[config.mk]
export PLATFORM = sky130hd
export DESIGN_NAME = bcd_timer_ctrl_flat
export DESIGN_NICKNAME = d
export VERILOG_FILES = /design/src/rtl/bcd_timer_ctrl_if.sv /design/src/rtl/bcd_timer_ctrl.sv /design/src/flat_wrapper.sv
export SDC_FILE = /design/constraint.sdc
export NUM_CORES = 1
export LEC_CHECK = 0
export CORE_ASPECT_RATIO = 1.25
export CORE_MARGIN = 5
export CORE_UTILIZATION = 35
export CTS_BUF_LIST = sky130_fd_sc_hd__clkbuf_16
export DETAILED_ROUTE_END_ITERATION = 8
export SLEW_MARGIN = 20
export SYNTH_ARGS = -nofsm -noshare
export SYNTH_HDL_FRONTEND = slang
export SYNTH_SLANG_ARGS = --single-unit
[constraint.sdc]
create_clock -name clock -period 2.9 [get_ports clock]
set_input_delay 0.58 -clock clock [delete_from_list [all_inputs] [get_ports clock]]
set_output_delay 0.58 -clock clock [all_outputs]
set_load 0.01 [all_outputs]
[src/rtl/bcd_timer_ctrl_if.sv]
// Command and readout bundle between a host/button front end and the BCD timer.
interface bcd_timer_ctrl_if #(
   parameter int DIGITS = 4
);
   logic                start;
   logic                pause;
   logic                clear;
   logic                load;
   logic                dir;
   logic [4*DIGITS-1:0] load_value;
   logic [4*DIGITS-1:0] dout;
   logic                busy;
   logic                done;
   logic                tc;

   modport master (
      output start, pause, clear, load, dir, load_value,
      input  dout, busy, done, tc
   );

   modport slave (
      input  start, pause, clear, load, dir, load_value,
      output dout, busy, done, tc
   );
endinterface

[src/rtl/bcd_timer_ctrl.sv]
// Start/pause/clear timer around a cascaded BCD counter with prescaled steps,
// preset load and terminal-count detection.
//
// state  | meaning
// IDLE   | stopped, count may be preset, direction latched on start
// RUN    | prescaler running, count steps every PRESCALE cycles
// PAUSED | frozen; prescaler and direction kept for resume
// DONE   | terminal value reached; only clear or reset leave
module bcd_timer_ctrl #(
   parameter int DIGITS   = 4,
   parameter int PRESCALE = 10
) (
   input logic              clock,
   input logic              reset,
   bcd_timer_ctrl_if.slave  bus
);
   localparam int W  = 4 * DIGITS;
   localparam int PW = (PRESCALE > 1) ? $clog2(PRESCALE) : 1;
   localparam logic [PW-1:0] PSC_LAST = PW'(PRESCALE - 1);
   localparam logic [W-1:0]  NINES    = {DIGITS{4'd9}};

   typedef enum logic [1:0] {S_IDLE, S_RUN, S_PAUSED, S_DONE} state_t;

   state_t         state, state_nxt;
   logic [W-1:0]   dout_q, dout_nxt;
   logic [PW-1:0]  psc, psc_nxt;
   logic           dir_q, dir_nxt;
   logic           tc_nxt, busy_nxt, done_nxt;
   logic           busy_q, done_q, tc_q;
   logic [W-1:0]   step_val;

   function automatic logic [W-1:0] sat_bcd(input logic [W-1:0] v);
      logic [W-1:0] r;
      r = '0;
      for (int i = 0; i < DIGITS; i++)
         r[4*i +: 4] = (v[4*i +: 4] > 4'd9) ? 4'd9 : v[4*i +: 4];
      return r;
   endfunction

   // Whole carry/borrow chain resolves in one pass so a step is one edge.
   function automatic logic [W-1:0] bcd_step(input logic [W-1:0] v, input logic up);
      logic [W-1:0] r;
      logic [3:0]   d;
      logic         c;
      r = '0;
      c = 1'b1;
      for (int i = 0; i < DIGITS; i++) begin
         d = v[4*i +: 4];
         if (c) begin
            if (up) begin
               if (d == 4'd9) d = 4'd0;
               else begin d = d + 4'd1; c = 1'b0; end
            end else begin
               if (d == 4'd0) d = 4'd9;
               else begin d = d - 4'd1; c = 1'b0; end
            end
         end
         r[4*i +: 4] = d;
      end
      return r;
   endfunction

   function automatic logic [W-1:0] term(input logic up);
      return up ? NINES : '0;
   endfunction

   always_ff @(posedge clock) begin
      if (reset) begin
         state  <= S_IDLE;
         dout_q <= '0;
         psc    <= '0;
         dir_q  <= 1'b1;
         busy_q <= 1'b0;
         done_q <= 1'b0;
         tc_q   <= 1'b0;
      end else begin
         state  <= state_nxt;
         dout_q <= dout_nxt;
         psc    <= psc_nxt;
         dir_q  <= dir_nxt;
         busy_q <= busy_nxt;
         done_q <= done_nxt;
         tc_q   <= tc_nxt;
      end
   end

   always_comb begin
      state_nxt = state;
      dout_nxt  = dout_q;
      psc_nxt   = psc;
      dir_nxt   = dir_q;
      tc_nxt    = 1'b0;
      step_val  = bcd_step(dout_q, dir_q);
      if (bus.clear) begin
         state_nxt = S_IDLE;
         dout_nxt  = '0;
         psc_nxt   = '0;
      end else begin
         if (state == S_RUN) begin
            if (psc == PSC_LAST) begin
               psc_nxt  = '0;
               dout_nxt = step_val;
               if (step_val == term(dir_q)) begin
                  state_nxt = S_DONE;
                  tc_nxt    = 1'b1;
               end
            end else begin
               psc_nxt = psc + 1'b1;
            end
         end
         // Commands are gated on the state held during this cycle.
         if (bus.load) begin
            if (state == S_IDLE || state == S_PAUSED) begin
               dout_nxt = sat_bcd(bus.load_value);
               psc_nxt  = '0;
            end
         end else if (bus.start) begin
            if (state == S_IDLE) begin
               dir_nxt = bus.dir;
               psc_nxt = '0;
               if (dout_q == term(bus.dir)) begin
                  state_nxt = S_DONE;
                  tc_nxt    = 1'b1;
               end else begin
                  state_nxt = S_RUN;
               end
            end else if (state == S_PAUSED) begin
               if (dout_q == term(dir_q)) begin
                  state_nxt = S_DONE;
                  tc_nxt    = 1'b1;
                  psc_nxt   = '0;
               end else begin
                  state_nxt = S_RUN;
               end
            end
         end else if (bus.pause && state == S_RUN) begin
            // A terminal step coinciding with pause parks in PAUSED without tc.
            state_nxt = S_PAUSED;
            tc_nxt    = 1'b0;
         end
      end
   end

   always_comb begin
      busy_nxt = (state_nxt == S_RUN);
      done_nxt = (state_nxt == S_DONE);
   end

   assign bus.dout = dout_q;
   assign bus.busy = busy_q;
   assign bus.done = done_q;
   assign bus.tc   = tc_q;

endmodule

[src/flat_wrapper.sv]
// flat-port wrapper written by rule: the top's interface ports become plain ports
module bcd_timer_ctrl_flat 
#(
   parameter int DIGITS   = 4,
   parameter int PRESCALE = 10
)
  (clock, reset, bus_start, bus_pause, bus_clear, bus_load, bus_dir, bus_load_value, bus_dout, bus_busy, bus_done, bus_tc);
  bcd_timer_ctrl_if #(.DIGITS(DIGITS)) bus_i ();
  input logic clock;
  input logic reset;
  input wire logic [$bits(bus_i.start)-1:0] bus_start;
  input wire logic [$bits(bus_i.pause)-1:0] bus_pause;
  input wire logic [$bits(bus_i.clear)-1:0] bus_clear;
  input wire logic [$bits(bus_i.load)-1:0] bus_load;
  input wire logic [$bits(bus_i.dir)-1:0] bus_dir;
  input wire logic [$bits(bus_i.load_value)-1:0] bus_load_value;
  output wire logic [$bits(bus_i.dout)-1:0] bus_dout;
  output wire logic [$bits(bus_i.busy)-1:0] bus_busy;
  output wire logic [$bits(bus_i.done)-1:0] bus_done;
  output wire logic [$bits(bus_i.tc)-1:0] bus_tc;
  assign bus_i.start = bus_start;
  assign bus_i.pause = bus_pause;
  assign bus_i.clear = bus_clear;
  assign bus_i.load = bus_load;
  assign bus_i.dir = bus_dir;
  assign bus_i.load_value = bus_load_value;
  assign bus_dout = bus_i.dout;
  assign bus_busy = bus_i.busy;
  assign bus_done = bus_i.done;
  assign bus_tc = bus_i.tc;
  bcd_timer_ctrl #(.DIGITS(DIGITS), .PRESCALE(PRESCALE)) u_core (.clock(clock), .reset(reset), .bus(bus_i));
endmodule
# Word level (Yosys, flattened, before mapping)

Cells that the tools add are included.

Register bits after elaboration: 26
Input bits: 23
Logic and storage cells: 108

Add/sub/neg operators: 9
$lt $le $gt $ge: 4
Equality and inequality tests: 12
Muxes and demuxes: 65
Bitwise operators: 2
Reductions and logical operators: 9

Operators with widths:

| cell                | count |
|---|---|
| $mux 4              | 27 |
| $mux 16             | 6 |
| $eq 16x16->1        | 3 |
| $mux 2              | 11 |
| $mux 1              | 21 |
| $add 4x1->4 const B | 5 |
| $eq 4x4->1 const B  | 5 |
| $gt 4x4->1 const B  | 4 |
| $logic_not 4->1     | 4 |
| $sub 4x1->4 const B | 4 |
| $eq 2x1->1 const B  | 2 |
| $eq 2x2->1 const B  | 2 |
| $reduce_and 4->1    | 1 |
| $logic_not 2->1     | 1 |
| $not 1->1           | 2 |
| $reduce_or 2->1     | 1 |
| $logic_and 1x1->1   | 1 |
| $logic_or 1x1->1    | 1 |

# Depth between registers and ports, before layout

Gate-level depths: netlist of run 1.

Word-level depth: 16
Depth in mapped cells: 11
Gate-level depth less buffers: 8

# Least setup slack after synthesis of run 1

Ideal clock, no wire load.

Kind: reg-to-reg
Start point: register u_core.dout_q[0] (netlist: u_core.bus.dout[0])
End point: register u_core.tc_q (netlist: u_core.bus.tc)
Library setup time: 84 ps
Arrival time: 2580 ps
Path slack: 236 ps
Cell stages (with the launch flop): 9
Buffers on the path: 1
Cells stage by stage: dfxtp_1 buf_6 or4_4 o22ai_4 a31oi_1 a221o_1 or4_1 or3_1 o31ai_2

Longest elaborated chain between the ends: 15
Elaborated cells between the ends (all ways): 28

RTL lines:

| element                                              | RTL line                                   | text |
|---|---|---|
| start, declared                                      | bcd_timer_ctrl.sv:25                       | `logic [W-1:0] dout_q, dout_nxt;` |
| start signal, assigned                               | bcd_timer_ctrl.sv:78                       | `dout_q <= dout_nxt;` |
| $eq 4x4->1 / $logic_not 4->1 (equally long branches) | bcd_timer_ctrl.sv:51, bcd_timer_ctrl.sv:54 |  |
| $mux 1 (on tied branches)                            | bcd_timer_ctrl.sv:51, bcd_timer_ctrl.sv:54 |  |
| $mux 1                                               | bcd_timer_ctrl.sv:50                       | `if (up) begin` |
| $mux 1 (2 in a row)                                  | bcd_timer_ctrl.sv:49                       | `if (c) begin` |
| $mux 4                                               | bcd_timer_ctrl.sv:49                       |  |
| $eq 16x16->1                                         | bcd_timer_ctrl.sv:103                      | `if (step_val == term(dir_q)) begin` |
| $mux 1                                               | bcd_timer_ctrl.sv:103                      |  |
| $mux 1                                               | bcd_timer_ctrl.sv:100                      | `if (psc == PSC_LAST) begin` |
| $mux 1                                               | bcd_timer_ctrl.sv:99                       | `if (state == S_RUN) begin` |
| $mux 1                                               | bcd_timer_ctrl.sv:128                      | `if (dout_q == term(dir_q)) begin` |
| $mux 1                                               | bcd_timer_ctrl.sv:127                      | `end else if (state == S_PAUSED) begin` |
| $mux 1                                               | bcd_timer_ctrl.sv:118                      | `if (state == S_IDLE) begin` |
| $mux 1                                               | bcd_timer_ctrl.sv:117                      | `end else if (bus.start) begin` |
| $mux 1 *                                             | bcd_timer_ctrl.sv:112                      | `if (bus.load) begin` |
| end signal, assigned                                 | bcd_timer_ctrl.sv:83                       | `tc_q <= tc_nxt;` |
| end, declared                                        | bcd_timer_ctrl.sv:29                       | `logic busy_q, done_q, tc_q;` |

Mark *: on every way between the ends. The rest lies on a longest branch, timed or not.
A chain may end at the register's enable or synchronous reset.

# Final worst setup path of run 1

Start point: register u_core.dir_q
End point: register u_core.tc_q (netlist: u_core.bus.tc)

Longest elaborated chain between the ends: 13
Elaborated cells between the ends (all ways): 25

RTL lines:

| element                | RTL line              | text |
|---|---|---|
| start, declared        | bcd_timer_ctrl.sv:27  | `logic dir_q, dir_nxt;` |
| start signal, assigned | bcd_timer_ctrl.sv:80  | `dir_q <= dir_nxt;` |
| $mux 1                 | bcd_timer_ctrl.sv:50  |  |
| $mux 1 (2 in a row)    | bcd_timer_ctrl.sv:49  |  |
| $mux 4                 | bcd_timer_ctrl.sv:49  |  |
| $eq 16x16->1           | bcd_timer_ctrl.sv:103 |  |
| $mux 1                 | bcd_timer_ctrl.sv:103 |  |
| $mux 1                 | bcd_timer_ctrl.sv:100 |  |
| $mux 1                 | bcd_timer_ctrl.sv:99  |  |
| $mux 1                 | bcd_timer_ctrl.sv:128 |  |
| $mux 1                 | bcd_timer_ctrl.sv:127 |  |
| $mux 1                 | bcd_timer_ctrl.sv:118 |  |
| $mux 1                 | bcd_timer_ctrl.sv:117 |  |
| $mux 1 *               | bcd_timer_ctrl.sv:112 |  |

Marked as above.

==> impl_metrics.py, run 1 <==
metrics = {
    "run_status": {
        "status": "complete, no violations",
    },
    "timing": {
        "period_share_pct": 94.8,
        "maxSlewHeadroom_pct": 57.3,
        "tns_ns": 0,
        "slew_violations": 0,
        "min_period_ns": 2.75,
        "finalHoldViolCount": 0,
        "layout_setup_ws_ns": 0.152,
        "fin_worst_skew_ns": 0.00197,
        "max_freq_mhz": 364,
        "rsz0062_at_grt": "no",
        "setup_viol": 0,
        "tightest_slew_ns": 0.639,
    },
    "detailed_routing": {
        "drtIter0Drc": 303,
        "wl_um": 8540,
        "post-route-drc-count": 0,
        "wl_per_cell_um": 16.9,
        "viasPerCell": 5.92,
        "firstDrtPassIters": 5,
        "ant_nets": 0,
        "vias": 2992,
    },
    "cells_and_area": {
        "drive_above_1_share_pct": 12.5,
        "stdcell_area_um2": 3260,
        "fin_nets": 441,
        "layout.cells.non_filler": 505,
        "layout-area-overhead-vs-synth_pct": 30.3,
        "n_antenna_cell": 0,
    },
    "synth": {
        "synth-edff-count": 0,
        "synth_area_per_cell_um2": 6.79,
        "yosysMostFrequentCell": "nor2_1",
        "synthTopCellsByCount": "nor2_1, nand2_1, a21oi_1, clkbuf_1, dfxtp_1",
        "post_synth_inst_count": 369,
        "synth_largest_area_cell": "dfxtp_1",
        "synthTopCellsByArea": "dfxtp_1, a21oi_1, nor2_1",
        "synth_top_area_share_pct": 20.8,
        "syn_area_um2": 2510,
        "async_flop_share_pct": 0,
        "synth_warnings": 0,
        "ys_seq_area_share_pct": 20.8,
        "ys_ff_latch": 26,
        "ys_types": 57,
        "ys.flop_type": "dfxtp_1",
        "syn-num-nets": 394,
    },
    "clock_network": {
        "htreeDepth": 1,
        "numCtsBuffers": 3,
        "clock_path_buffers": 2,
        "cts-root-buf": "clkbuf_16",
        "cts.sinks": 26,
        "clkLatencyLatePin_ns": 0.27,
        "clk_pin_slew_ns": 0.07,
        "cts_tree": "built",
    },
    "setup_path": {
        "worstSetupEndpointType": "register",
        "cp.required_ns": 3.09,
        "worstSetupPathType": "register to register",
        "crit_fanout": 22,
        "start_kind": "register",
        "r2r_slack_ns": 0.15,
        "r2r-end": "u_core.bus.tc",
        "critPathArrivalTime_ns": 2.93,
        "worst-r2r-cell-count": 9,
        "r2r-start": "u_core.dir_q",
    },
    "global_routing": {
        "grt_max_degree": 23,
        "track_usage_pct": 19.1,
        "grt_overflow_total": 0,
        "grt_antenna_before_repair": 0,
        "grt_pass1_vias": 2635,
        "grt_pass1_wl_um": 13900,
    },
    "place": {
        "hpwl_um": 6420,
        "place_area_um2": 3120,
        "dp_slack_ns": 0.157,
        "dpl.cell_count": 497,
        "finalWeightedCongestion": 0.879,
        "port_buffers": 41,
    },
    "power_and_ir_drop": {
        "netSwitchingFraction_pct": 27.8,
        "intPower_mw": 0.762,
        "power.leakage_nw": 1.13,
        "ir_drop_mv": 0.257,
        "clkPwrFrac_pct": 39.2,
        "seqPwrFrac_pct": 36.2,
        "switching_power_mw": 0.293,
        "powerDensity_nw_per_um2": 323,
        "p_comb_share_pct": 24.6,
    },
    "die": {
        "start_util_pct": 35.9,
        "die_h_um": 105,
        "die_w_um": 85.7,
        "die_area_um2": 8960,
        "io_pins": 42,
        "num_rows": 34,
        "coreArea_um2": 6980,
    },
    "run": {
        "drv.max_cap_violation_count": 0,
    },
    "min_path": {
        "hold_end": "u_core.psc[3]",
        "hp-start": "u_core.psc[3]",
        "min_path_cells": 2,
        "hold_path.class": "register to register",
    },
}
placed cells by master (no fill, tap or decap), drive strengths merged, types with 8 or more instances in the layout:
| master | count |
|---|---|
| nor4 | 8 |
| nor2b | 8 |
| nor2 | 41 |
| buf | 33 |
| nand3 | 15 |
| a21oi | 31 |
| o21ai | 25 |
| nand2 | 32 |
| dfxtp | 26 |
| clkdlybuf4s50 | 41 |
| or3 | 8 |
| inv | 14 |
| nor3 | 13 |
| a211oi | 8 |
metrics by stage:
stage	power (mW)	util, %	hold slack, ns
6_report	1.06	46.8	0.512
5_1_grt	1.10	46.8	0.558
4_1_cts	1.05	46.2	0.509
3_5_place_dp	0.641	44.7	0.496
3_3_place_gp	0.641	44.7	0.477
2_1_floorplan	0.534	-	0.467
layer usage:
layer / GRT usage [%] / vias to the layer above / wire (µm) / part of all wire [%]
li1: - / 1462 / - / -
met1: 26.8 / 1397 / 3870 / 45
met2: 30.2 / 116 / 3960 / 46
met3: 2.44 / 17 / 528 / 6.2
met4: 5.77 / 0 / 189 / 2.2
met5: 0 / - / 0 / 0
power by group through the flow:
stage	Clock, mW	Sequential, mW	Combinational (mW)
after floorplan	0	0.387	0.147
after global placement	0	0.390	0.251
after global routing	0.434	0.384	0.284
after detailed placement	0	0.390	0.251
after CTS	0.417	0.381	0.253
final	0.413	0.382	0.260
cell type report:
class | instances | area, µm²
Fill cell | 752 | 3710
Multi-Input combinational cell | 296 | 1810
Timing Repair Buffer | 74 | 658
Sequential cell | 26 | 520
Tap cell | 90 | 113
Clock buffer | 3 | 75.1
Inverter | 15 | 60.1
Clock inverter | 1 | 30.0
registers in the layout, summed over array words and instances (netlist names):
| register | count |
|---|---|
| u_core.dir_q | 1 |
| u_core.psc | 4 |
| u_core.state | 2 |
| u_core.bus.busy | 1 |
| u_core.bus.tc | 1 |
| u_core.bus.dout | 16 |
| u_core.bus.done | 1 |
worst max-delay path by stage:
stage                        from              end  depth (start not counted)
2_1_floorplan  u_core.bus.dout[0]    u_core.bus.tc                          8
3_3_place_gp   u_core.bus.dout[0]    u_core.bus.tc                          7
3_5_place_dp   u_core.bus.dout[0]  u_core.bus.done                          8
4_1_cts        u_core.bus.dout[0]  u_core.bus.done                          8
5_1_grt              u_core.dir_q    u_core.bus.tc                          9
6_report             u_core.dir_q    u_core.bus.tc                          9
critical path, cell delays in order (launching register included):
cell and delay (ns):
dfxtp_1 0.34, buf_4 0.16, buf_4 0.28, clkinvlp_4 0.25
buf_4 0.20, o21ai_0 0.24, nand4_1 0.19, or4_1 0.48
or3_1 0.33, o31ai_2 0.20
repair_timing:
action                                  4_1_cts  5_1_grt
hold buffers                                  0        0
endpoints found under the setup margin        0        1
resized for setup                             0        3
buffers inserted                              0        4
logic make-up after synthesis:
logic type               share of synthesized area, %
AO/OA/AOI/OAI                                    30.0
AND/OR/NAND/NOR                                  34.4
adder cells (fa/ha/maj)                         0.998
multiplexers                                     2.60
flip-flops                                       20.8
XOR/XNOR                                         3.84
buffers and inverters                            7.44
Note: power is estimated with default switching activity, not from simulation.
==> run 2: changes to the inputs <==
- CORE_ASPECT_RATIO: 1.25 -> 0.5
==> run 2 against run 1 <==
Fmax fell by 0.71%. Cell count fell by 1.8%. Hold slack improved by 0.016 ns. Sequential share of layout area rose by 0.60 points. Core utilization fell by 0.75 points. Global-route usage fell by 0.30 points. Clock power fell by 20%. Sequential cell count did not move. Critical path type unchanged. Critical endpoint is now u_core.bus.done. Highest routed layer unchanged.
==> impl_metrics.py, run 2 (synthesis gave the netlist of run 1 again) <==
metrics = {
    "place": {
        "dpl.cell_count": 492,
        "dp_slack_ns": 0.179,
        "finalWeightedCongestion": 0.986,
        "hpwl_um": 6380,
        "port_buffers": 41,
    },
    "detailed_routing": {
        "wl_um": 8510,
        "ant_nets": 0,
        "firstDrtPassIters": 5,
        "post-route-drc-count": 0,
        "drtIter0Drc": 350,
        "viasPerCell": 5.98,
        "vias": 2968,
        "wl_per_cell_um": 17.2,
    },
    "timing": {
        "maxSlewHeadroom_pct": 52.2,
        "fin_worst_skew_ns": 0.00376,
        "slew_violations": 0,
        "max_freq_mhz": 361,
        "finalHoldViolCount": 0,
        "period_share_pct": 95.4,
        "tns_ns": 0,
        "setup_viol": 0,
        "layout_setup_ws_ns": 0.132,
        "rsz0062_at_grt": "no",
        "min_period_ns": 2.77,
        "tightest_slew_ns": 0.716,
    },
    "global_routing": {
        "grt_overflow_total": 0,
        "grt_pass1_wl_um": 13900,
        "grt_antenna_before_repair": 0,
        "grt_max_degree": 36,
        "grt_pass1_vias": 2673,
        "track_usage_pct": 18.8,
    },
    "clock_network": {
        "cts.sinks": 26,
        "cts_tree": "built",
        "cts-root-buf": "clkbuf_16",
        "clock_path_buffers": 2,
        "cts_resized": 0,
        "htreeDepth": 1,
        "hold_buffers": 0,
        "numCtsBuffers": 3,
        "clk_pin_slew_ns": 0.07,
        "clkLatencyLatePin_ns": 0.27,
        "cts_setup_buffers": 0,
    },
    "setup_path": {
        "worstSetupEndpointType": "register",
        "worstSetupPathType": "register to register",
        "cp_slowest_cell": "dfxtp_1",
        "path_buf_inv": 0,
        "critPathArrivalTime_ns": 2.91,
        "cp.required_ns": 3.05,
        "critical-path-top-delay-family": "compound AO/OA/AOI/OAI gates",
        "path_cells": "or3_1, a211o_1, o31a_1, a31oi_1, nand2_1, mux2i_1, o41ai_1",
        "max_stage_delay_ns": 0.54,
        "start_kind": "register",
        "crit_fanout": 20,
    },
    "die": {
        "die_h_um": 69.8,
        "coreArea_um2": 6830,
        "num_rows": 21,
        "start_util_pct": 36.7,
        "die_w_um": 130,
        "die_area_um2": 9060,
        "io_pins": 42,
    },
    "cells_and_area": {
        "layout-area-overhead-vs-synth_pct": 25.5,
        "layout.cells.non_filler": 496,
        "n_antenna_cell": 0,
        "fin_nets": 430,
        "fill_cells": 695,
        "drive_above_1_share_pct": 9.16,
        "largest_register_ffs": 16,
        "mostFrequentLayoutCells": "nor2_1, clkdlybuf4s50_1, nand2_1",
    },
    "power_and_ir_drop": {
        "powerDensity_nw_per_um2": 307,
        "power.leakage_nw": 1.07,
        "ir_drop_mv": 0.192,
    },
    "min_path": {
        "hold_path.class": "register to register",
    },
    "run_status": {
        "status": "complete, no violations",
    },
    "run": {
        "drv.max_cap_violation_count": 0,
    },
}
[run 2: changes by cell type in the layout (fill, tap and decap cells not counted)]
cell,previous run,this run
inv_1,14,15
clkinv_1,0,1
bufinv_16,1,0
buf_4,33,22
clkinvlp_4,1,0
o41ai_1,3,4
o41ai_2,1,0
o22a_2,1,0
o22a_1,1,2
[run 2: layout make-up]
cell class / instances / area, µm² / area share (%)
Multi-Input combinational cell: 296 / 1800 / 57.2
Tap cell: 92 / 115 / 3.66
Clock inverter: 1 / 3.75 / 0.119
Inverter: 15 / 56.3 / 1.79
Sequential cell: 26 / 520 / 16.5
Clock buffer: 3 / 75.1 / 2.39
Timing Repair Buffer: 63 / 576 / 18.3
[run 2: metrics by stage]
stage | power (mW) | hold WS (ns) | area, µm² | util [%]
after floorplan | 0.534 | 0.467 | 2510 | -
after CTS | 0.967 | 0.533 | 3150 | 46.0
after global routing | 1.01 | 0.565 | 3150 | 46.0
after detailed placement | 0.639 | 0.516 | 3070 | 44.9
after global placement | 0.635 | 0.484 | 3070 | 44.9
final | 0.967 | 0.527 | 3150 | 46.0
[run 2: routing by layer]
| layer | vias to the layer above | GRT usage, % | wire length [µm] |
|---|---|---|---|
| li1 | 1435 | - | - |
| met3 | 7 | 4.23 | 729 |
| met1 | 1383 | 28.2 | 4080 |
| met5 | - | 0 | 0 |
| met2 | 143 | 27.2 | 3650 |
| met4 | 0 | 3.34 | 48 |
[run 2: power by group]
group          total, mW  switching, mW  internal (mW)
Clock              0.332          0.146          0.186
Combinational      0.252          0.137          0.114
Sequential         0.384         0.0177          0.366
[run 2: worst reg2reg max path, cell delays in order, from the launching register on]
cell and delay [ns]:
dfxtp_1 0.54, or3_1 0.50, a211o_1 0.42, o31a_1 0.30
a31oi_1 0.18, nand2_1 0.10, mux2i_1 0.45, o41ai_1 0.15
[run 2: final timing paths]
| kind | from | end | slack, ns | cells after the start |
|---|---|---|---|---|
| hold reg to reg | u_core.psc[3] | u_core.psc[3] | 0.53 | 2 |
| setup / recovery | u_core.bus.dout[8] | u_core.bus.done | 0.13 | 7 |
| hold / removal | u_core.psc[3] | u_core.psc[3] | 0.53 | 2 |
| setup reg to reg | u_core.bus.dout[8] | u_core.bus.done | 0.13 | 7 |
==> run 3: changes to the inputs <==
- CORE_ASPECT_RATIO: 0.5 -> default
- GPL_ROUTABILITY_DRIVEN: default -> 0
- PLACE_DENSITY: default -> 0.52
==> run 3 against run 2 <==
Combinational power about the same. Sequential power about the same. Largest cell class unchanged. Core utilization increased by 0.82 points. Largest power group is now the clock network. Fmax increased by 2.9%. Register-to-register slack improved by 0.08 ns. Total power increased by 9.4%. Via count decreased by 1.7%. Cell count increased by 1.6%. Clock-buffer cell count unchanged. Die area decreased by 1.1%. Non-clock buffer count increased by 4.
==> impl_metrics.py, run 3 (synthesis gave the netlist of run 1 again) <==
metrics = {
    "run_status": {
        "status": "complete, no violations",
    },
    "detailed_routing": {
        "viasPerCell": 5.79,
        "dr_wl_met2_um": 3860,
        "drtIter0Drc": 273,
        "firstDrtPassIters": 5,
        "wl_um": 8470,
        "top_layer": "met4",
        "wl_met1_um": 4080,
        "wl_met3_um": 456,
        "ant_nets": 0,
        "post-route-drc-count": 0,
        "wl_per_cell_um": 16.8,
        "vias": 2917,
    },
    "timing": {
        "rsz0062_at_grt": "no",
        "min_period_ns": 2.69,
        "tightest_slew_ns": 0.657,
        "max_freq_mhz": 372,
        "setup_viol": 0,
        "tns_ns": 0,
        "fin_worst_skew_ns": 0.00356,
        "period_share_pct": 92.7,
        "maxSlewHeadroom_pct": 56.1,
        "slew_violations": 0,
        "finalHoldViolCount": 0,
    },
    "setup_path": {
        "critPathArrivalTime_ns": 2.88,
        "max_stage_delay_ns": 0.59,
        "worst-r2r-cell-count": 7,
        "worstSetupEndpointType": "register",
        "cp.required_ns": 3.09,
        "cp.depth": 7,
        "critical-path-top-delay-family": "simple AND/OR/NAND/NOR gates",
        "crit_fanout": 4,
        "cp_slowest_cell": "or4_4",
        "path_cells": "or4_4, o22ai_4, a31oi_1, a221o_1, or4_1, or3_1, o31ai_2",
        "path_buf_inv": 0,
        "worstSetupPathType": "register to register",
        "start_kind": "register",
    },
    "die": {
        "num_rows": 30,
        "die_h_um": 94.6,
        "die_area_um2": 8950,
        "io_pins": 42,
        "die_w_um": 94.6,
        "coreArea_um2": 6870,
        "start_util_pct": 36.5,
    },
    "run": {
        "drv.max_cap_violation_count": 0,
    },
    "cells_and_area": {
        "drive_above_1_share_pct": 10.3,
        "layout-area-overhead-vs-synth_pct": 28.5,
        "layout.cells.non_filler": 504,
        "n_antenna_cell": 0,
        "post-route-util_pct": 46.9,
        "stdcell_area_um2": 3220,
        "fin_nets": 434,
        "mostFrequentLayoutCells": "nor2_1, clkdlybuf4s50_1, nand2_1",
        "largest_register_ffs": 16,
    },
    "global_routing": {
        "grt_antenna_before_repair": 0,
        "grt_overflow_total": 0,
        "grt_max_degree": 39,
        "track_usage_pct": 19.0,
        "grt_pass1_vias": 2599,
        "grt_pass1_wl_um": 13400,
    },
    "power_and_ir_drop": {
        "powerDensity_nw_per_um2": 328,
        "ir_drop_mv": 0.189,
        "power.total_mw": 1.06,
        "power.leakage_nw": 1.11,
    },
    "clock_network": {
        "cts_tree": "built",
        "clk_pin_slew_ns": 0.07,
        "htreeDepth": 1,
        "cts_setup_buffers": 0,
        "clock_path_buffers": 2,
        "cts_resized": 0,
        "clkLatencyLatePin_ns": 0.27,
        "cts.sinks": 26,
        "numCtsBuffers": 3,
        "cts-root-buf": "clkbuf_16",
        "hold_buffers": 0,
    },
    "place": {
        "dpl.cell_count": 500,
        "port_buffers": 41,
        "hpwl_um": 6400,
        "place_area_um2": 3110,
    },
    "min_path": {
        "min_path_cells": 2,
        "hold_path.class": "register to register",
    },
}
## run 3: worst min-delay path, stage by stage, from the launching register on
cell and delay, ns:
dfxtp_1 0.33, o21ai_0 0.08, a21oi_1 0.06
## run 3: where the power goes
part	internal [mW]	leakage, nW	switching, mW
logic	0.118	0.846	0.135
registers	0.366	0.211	0.0170
clock network	0.275	0.0511	0.145
## run 3: path summary, 6_finish.rpt
kind                 startpoint            end  slack [ns]
setup / recovery   u_core.dir_q  u_core.bus.tc        0.21
hold reg to reg   u_core.psc[3]  u_core.psc[3]        0.52
hold / removal    u_core.psc[3]  u_core.psc[3]        0.52
setup reg to reg   u_core.dir_q  u_core.bus.tc        0.21
## run 3: layer usage
metal | vias to the layer above | GRT usage, %
li1 | 1440 | -
met1 | 1375 | 27.9
met2 | 95 | 29.7
met3 | 7 | 1.91
met4 | 0 | 4.45
met5 | - | 0
## run 3: area by class of cell
class / count / area (µm²)
Clock buffer: 3 / 75.1
Fill cell: 714 / 3650
Clock inverter: 1 / 30.0
Timing Repair Buffer: 67 / 618
Inverter: 15 / 56.3
Sequential cell: 26 / 520
Tap cell: 96 / 120
Multi-Input combinational cell: 296 / 1800
## run 3: metrics by stage
stage          hold WS, ns  setup WS, ns
6_report             0.521         0.212
4_1_cts              0.522         0.228
3_5_place_dp         0.506         0.273
5_1_grt              0.567        0.0536
2_1_floorplan        0.467         0.236
3_3_place_gp         0.489         0.252
